==> src/rtl/led_blink_ctrl.sv <==
// LED blink controller: prescaled continuous square wave or counted burst of blinks.
// Rate changes are applied only at half-period boundaries.
module led_blink_ctrl #(
    parameter int unsigned DIV0    = 12_500_000,
    parameter int unsigned DIV1    = 6_250_000,
    parameter int unsigned DIV2    = 2_500_000,
    parameter int unsigned DIV3    = 1_250_000,
    parameter int unsigned CNT_W   = 24,
    parameter int unsigned BURST_W = 4
) (
    input  logic               i_clock,
    input  logic               i_reset_n,
    input  logic               i_mode,
    input  logic [1:0]         i_sel,
    input  logic               i_start,
    input  logic [BURST_W-1:0] i_count,
    output logic               o_led,
    output logic               o_busy,
    output logic               o_done
);

    typedef enum logic [1:0] {
        StIdle,
        StRun,
        StBOn,
        StBOff
    } state_e;

    state_e             r_state;
    logic [CNT_W-1:0]   r_cnt;
    logic [1:0]         r_sel;
    logic [BURST_W-1:0] r_rem;
    logic               r_led;
    logic               r_busy;
    logic               r_done;

    logic [CNT_W-1:0]   w_div_m1;
    logic               w_tick;

    always_comb begin
        w_div_m1 = CNT_W'(DIV0 - 1);
        case (r_sel)
            2'd0:    w_div_m1 = CNT_W'(DIV0 - 1);
            2'd1:    w_div_m1 = CNT_W'(DIV1 - 1);
            2'd2:    w_div_m1 = CNT_W'(DIV2 - 1);
            default: w_div_m1 = CNT_W'(DIV3 - 1);
        endcase
    end

    assign w_tick = (r_cnt == w_div_m1);

    always_ff @(posedge i_clock or negedge i_reset_n) begin
        if (!i_reset_n) begin
            r_state <= StIdle;
            r_cnt   <= '0;
            r_sel   <= 2'd0;
            r_rem   <= '0;
            r_led   <= 1'b0;
            r_busy  <= 1'b0;
            r_done  <= 1'b0;
        end else begin
            r_done <= 1'b0;
            case (r_state)
                StIdle: begin
                    r_led <= 1'b0;
                    r_cnt <= '0;
                    if (!i_mode) begin
                        r_state <= StRun;
                        r_sel   <= i_sel;
                        r_led   <= 1'b1;
                    end else if (i_start && (i_count != '0)) begin
                        r_state <= StBOn;
                        r_sel   <= i_sel;
                        r_rem   <= i_count;
                        r_led   <= 1'b1;
                        r_busy  <= 1'b1;
                    end
                end
                StRun: begin
                    if (w_tick) begin
                        r_cnt <= '0;
                        r_sel <= i_sel;
                        // Mode is only looked at on a tick so the last phase completes
                        if (i_mode) begin
                            r_state <= StIdle;
                            r_led   <= 1'b0;
                        end else begin
                            r_led <= ~r_led;
                        end
                    end else begin
                        r_cnt <= r_cnt + CNT_W'(1);
                    end
                end
                StBOn: begin
                    if (w_tick) begin
                        r_state <= StBOff;
                        r_cnt   <= '0;
                        r_sel   <= i_sel;
                        r_led   <= 1'b0;
                    end else begin
                        r_cnt <= r_cnt + CNT_W'(1);
                    end
                end
                StBOff: begin
                    if (w_tick) begin
                        r_cnt <= '0;
                        r_sel <= i_sel;
                        if (r_rem == BURST_W'(1)) begin
                            r_state <= StIdle;
                            r_busy  <= 1'b0;
                            r_done  <= 1'b1;
                        end else begin
                            r_state <= StBOn;
                            r_rem   <= r_rem - BURST_W'(1);
                            r_led   <= 1'b1;
                        end
                    end else begin
                        r_cnt <= r_cnt + CNT_W'(1);
                    end
                end
                default: begin
                    r_state <= StIdle;
                    r_led   <= 1'b0;
                    r_busy  <= 1'b0;
                end
            endcase
        end
    end

    assign o_led  = r_led;
    assign o_busy = r_busy;
    assign o_done = r_done;

endmodule
==> config.mk <==
export PLATFORM = sky130hd
export DESIGN_NAME = led_blink_ctrl
export DESIGN_NICKNAME = d
export VERILOG_FILES = /design/src/rtl/led_blink_ctrl.sv
export SDC_FILE = /design/constraint.sdc
export NUM_CORES = 1
export LEC_CHECK = 0
export CAP_MARGIN = 0
export CORE_UTILIZATION = 53
export DETAILED_ROUTE_END_ITERATION = 8
export GPL_ROUTABILITY_DRIVEN = 1
export PLACE_DENSITY = 0.75
export SETUP_SLACK_MARGIN = 0.2
export SLEW_MARGIN = 30
export SYNTH_ARGS = -nofsm -noshare
export SYNTH_HDL_FRONTEND = slang
export SYNTH_SLANG_ARGS = --single-unit
==> constraint.sdc <==
create_clock -name i_clock -period 1.8 [get_ports i_clock]
set_input_delay 0.36 -clock i_clock [delete_from_list [all_inputs] [get_ports i_clock]]
set_output_delay 0.36 -clock i_clock [all_outputs]
set_load 0.01 [all_outputs]
# Yosys cells after proc, flatten, opt, wreduce, memory -nomap -nowiden
# Index checks and enable logic that the tools add are counted.
# op_classes
n_addsub	2
n_mul	0
div	0
order_cmp	0
eq_ne	17
shift	0
muxes	36
bitwise	1
reduce_logical	11
# op_table
operator	n
$pmux 24 s3	1
$pmux 24 s2	1
$add 24x1->24 const B	1
$eq 24x24->1	1
$mux 24	1
$mux 2	10
$mux 4	4
$ne 2x2->1 const B	8
$reduce_and 5->1	3
$mux 1	14
$pmux 2 s4	1
$pmux 4 s2	1
$eq 2x2->1 const B	3
$eq 2x1->1 const B	2
$eq 4x1->1 const B	1
$logic_not 2->1	2
$pmux 1 s4	1
$pmux 2 s2	1
$reduce_and 4->1	1
$reduce_bool 4->1	1
$sub 4x1->4 const B	1
$ne 3x3->1 const B	1
$reduce_or 3->1	1
$ne 2x1->1 const B	1
5 further kinds	5
# totals
regBits	35
latchBits	0
mem_bits_rw	0
romBits	0
inputBits	10
output_inout_bits	3
wordCells	74
mem_count	0

# Depth between registers and ports, before layout
# Gate-level depths: netlist of the first run.
# logic_depth
ltp_word	5
ltp_mapped	8
mapped_depth_nobuf	7

# Least setup slack after synthesis of the first run
# No wires, ideal clock.
# synth_path
path_type	reg-to-reg
startpoint	reg r_sel[1]
endpoint	reg r_sel[0]
setup_time_ns	0.125
t_arrival_ns	1.927
required_ns	1.675
slack_ns	-0.252
path_stages_with_launch	8
n_path_buf	1
synth_period_minus_slack_ns	2.052
cell_sequence	dfrtp_1 > buf_2 > or4bb_1 > o21ai_2 > nand4_2 > o31ai_4 > nand2_2 > mux2_4
# synth_between
elab_chain_cells	5
word_cells_on_any_way	7
cone_classes	eq/ne (4); mux (1); reduce/logical (2)
# synth_lines
item	line	rtl
start: declaration	31	logic [1:0] r_sel;
start signal: assignment	69	r_sel <= i_sel;
start signal: assignment	73	r_sel <= i_sel;
start signal: assignment	82	r_sel <= i_sel;
$eq 2x2->1, or another cell as far along	42	case (r_sel)
$pmux 24 s3 (*)	42	
$eq 24x24->1 (*)	50	assign w_tick = (r_cnt == w_div_m1);
$ne 2x1->1 (no line) (*)	n/a	
$reduce_and 2->1 (no line) (*)	n/a	
# Every way passes the cells marked *; elsewhere a longest branch is shown, timed or not.
# A chain may end at the register's enable or synchronous reset.

# Final worst setup path of the first run
# layout_path
startpoint	reg r_sel[0]
endpoint	reg r_sel[1]
# Same word-level chain as after synthesis.

==> impl_results.md, run 1 <==
- Detailed placement HPWL: 4.00 mm
- First-pass GRT wire length: 10.3 mm
- Layout area overhead: 45.6%
- Worst-skew pair later-pin latency: 0.30 ns
- Fillers: 251
- Worst-path maximum fanout: 6
- Worst Max-Slew Pin Slew: 0.459 ns
- Critical path arrival: 2.37 ns
- Final #Nets: 343
- Diode count: 0
- Avg Vias per Cell: 5.91
- RSZ-0062 raised after global routing: yes
- Clock transition at path regs: 0.07 ns
- Critical register-to-register path endpoint: r_sel[1]
- Die height: 66.5 um
- Failing checks: setup timing
- Mux cell area share after synthesis: 3.24%
- Largest family of logic cells by synthesized area: simple AND/OR/NAND/NOR gates
- Final Hold Fails: 0
- Sum Neg Setup Slack: -10.18 ns
- Worst path depth: 8
- Final period util: 121%
- Slowest cell on the critical path: dfrtp_2
- Simple-gate share of the synthesized area: 27.7%
- H-tree depth: 2
- Relative slew margins: 69.2%
- CTS tree: yes
- Core area: 4000 um2
- CP endpoint kind: flip-flop
- GRT busiest layer: met2
- Clk sinks: 35
- Compound-Gate Fraction of Synth Area: 13.4%
- Largest net degree at the start of global routing: 36
- Most frequent CP cell: buf_4
- Leakage power: 0.00153 uW
- # rows: 23
- Outcome: complete, but fails checks
- Die width: 66.5 um
- Setup Viol. Count Final: 35
- Cells after DPL: 357
- Largest cells by area after synthesis: dfrtp_1 (40%), nor2_1 (6.5%), xnor2_1 (4.8%)
- Synth top area share: 39.8%
- PortBufs: 12
- Post-Synth XOR/XNOR Area: 9.55%
- Post-synth top cells: nor2_1 (38), dfrtp_1 (35), nand2_1 (16)
- Synthesized Nets: 259
- Grt total ovfl: 0
- Setup Crit Path Kind: flip-flop to flip-flop
- Crit-path leading delay family: compound AO/OA/AOI/OAI gates
- DRC: 0
- Skew final: 0.0107 ns
- CP peak stage delay: 0.44 ns
- Boundary Pins: 13
- Post-synth EDFFs: 0
- Cell taking the most area after synthesis: dfrtp_1
- Via count: 2246
- Seq cells post-synth: 35
- Vias in the first global route: 2214
- Most used DFF post-synth: dfrtp_1
- Synth Cell Area: 2200 um2
- Post-Syn Area per Cell: 8.95 um2
- WP data required: 1.99 ns
- Count leader, synth: nor2_1
- Global Route met2 Usage: 54.0%
- Post-route insts no fill: 380
- Drt pass-1 iters: 5
- Post-synthesis cell count: 246
- Met3 Use GR: 9.08%
- Initial antenna violation count: 0
- Yosys warns: 0
- Final Critical Period: 2.18 ns
- Seq/Total Area, Yosys: 39.8%
- GPL Wtd Cong: 0.877
- Worst setup path end: r_sel[1]
- Worst R2R Setup Slack: -0.38 ns
- FMAX: 0.458 GHz
- Final ANT Viol Nets: 0
- Buf/Inv on CP: 2
- Worst setup path startpoint: r_sel[0]
- Cts bufs inserted: 5
- Critical path launch point type: flip-flop
- Clock Path Buffers: 2
- Pre-CTS worst setup slack: -0.461 ns
- GR Util All Layers: 32.4%
- Number of max-cap violations: 0
- PwrDens: 452 nW/um2
- WL/cell: 18.1 um
- Share of layout cells above drive strength 1: 36.7%
- Overall Power: 1450 uW
- Worst r2r src: r_sel[0]
- Synth Area in Adders: 1.70%
- Final Worst Setup Slack: -0.382 ns
- Post-synth cell types: 55
- R2r worst-path depth: 8
- Initial core utilization: 55.1%
- Slew Viols, Final: 0
- Iter 0 DRT Violations: 250
- Worst-path cell chain: buf_4 > buf_4 > o21a_1 > a21oi_2 > nand4_2 > o31ai_4 > nand2_2 > mux2_4
- CTS Hold Buffers Added: 0
- CTS root buffer: clkbuf_8
- Max IR drop VDD: 0.443 mV
- Final wirelength: 6.89 mm
- Synth async-reset ratio: 100%
- HP Class: input pin to async pin
- Die footprint: 4420 um2
- GRT met1 Usage: 38.1%
layout make-up:
class | count | area (um2) | area share, %
Timing Repair Buffer | 87 | 753 | 23.5
Clock buffer | 6 | 82.6 | 2.58
Multi-Input combinational cell | 188 | 1380 | 42.9
Sequential cell | 35 | 878 | 27.4
Clock inverter | 1 | 5.00 | 0.156
Inverter | 13 | 48.8 | 1.52
Tap cell | 50 | 62.6 | 1.95
kinds of logic (layout without fill, tap and decap cells):
| group | after synthesis | count (layout) |
|---|---|---|
| mux | 6 | 6 |
| compound gates | 40 | 40 |
| buf+inv | 23 | 107 |
| xor+xnor | 24 | 24 |
| fa+ha+maj | 3 | 3 |
| simple gates | 115 | 115 |
| flops | 35 | 35 |
worst min path at each step:
stage          startpoint    endpoint  cells after the start
2_1_floorplan   i_reset_n      o_busy                      0
3_3_place_gp     r_cnt[0]    r_cnt[0]                      2
3_5_place_dp     r_cnt[0]    r_cnt[0]                      2
4_1_cts         i_reset_n       o_led                      2
5_1_grt         i_reset_n       o_led                      2
6_report        i_reset_n  r_state[0]                      2
layout by cell type (no fill, tap or decap), types with 7 or more instances in the layout:
cell             count
buf_4               65
dfrtp_1             33
nor2_1              31
nand2_1             15
inv_1               13
nand3_1             13
xor2_1              12
xnor2_1             11
clkdlybuf4s50_1      8
nand4_1              7
nor2_2               7
buf_6                7
layer usage:
layer  up-vias  wire, um
met5         -         0
met4         0       274
met3        34       462
met2       105      3400
met1      1081      2750
li1       1026         -
state kept, by name, indices dropped and copies added, names as in the netlist:
register  count
r_sel         2
r_cnt        24
o_busy        1
r_rem         4
o_done        1
o_led         1
r_state       2
report_power, final:
group / internal [uW] / total [uW] / switching (uW)
combinational: 35.1 / 75.4 / 40.3
sequential: 787 / 790 / 2.89
clock: 300 / 584 / 284
stage by stage:
step	cell area, um2	utilization (%)	hold slack, ns
floorplan	2220	-	0.0644
global placement	2800	70.1	0.529
detailed placement	2800	70.1	0.547
CTS	3130	78.2	0.489
global route	3210	80.2	0.525
finish	3210	80.2	0.467
worst register-to-register path: cells and delay by family (launching register included):
family / cells / cell delay (ns)
buffers and inverters: 2 / 0.29
DFF: 1 / 0.44
and+or+nand+nor: 2 / 0.32
AOI/OAI and AO/OA: 3 / 0.71
muxes: 1 / 0.31
repair_timing:
item / in CTS / in global routing
resized for setup: 33 / 13
pin swaps: 10 / 11
setup endpoints to repair: 36 / 36
gates cloned: 2 / 0
setup buffers: 12 / 2
No activity file was read; power rests on OpenSTA's default activity.
==> run 2: changes to the inputs <==
- CAP_MARGIN: 0 -> 20
==> results of run 2 <==
The final DEF is identical to that of run 1; final timing and power are the same.
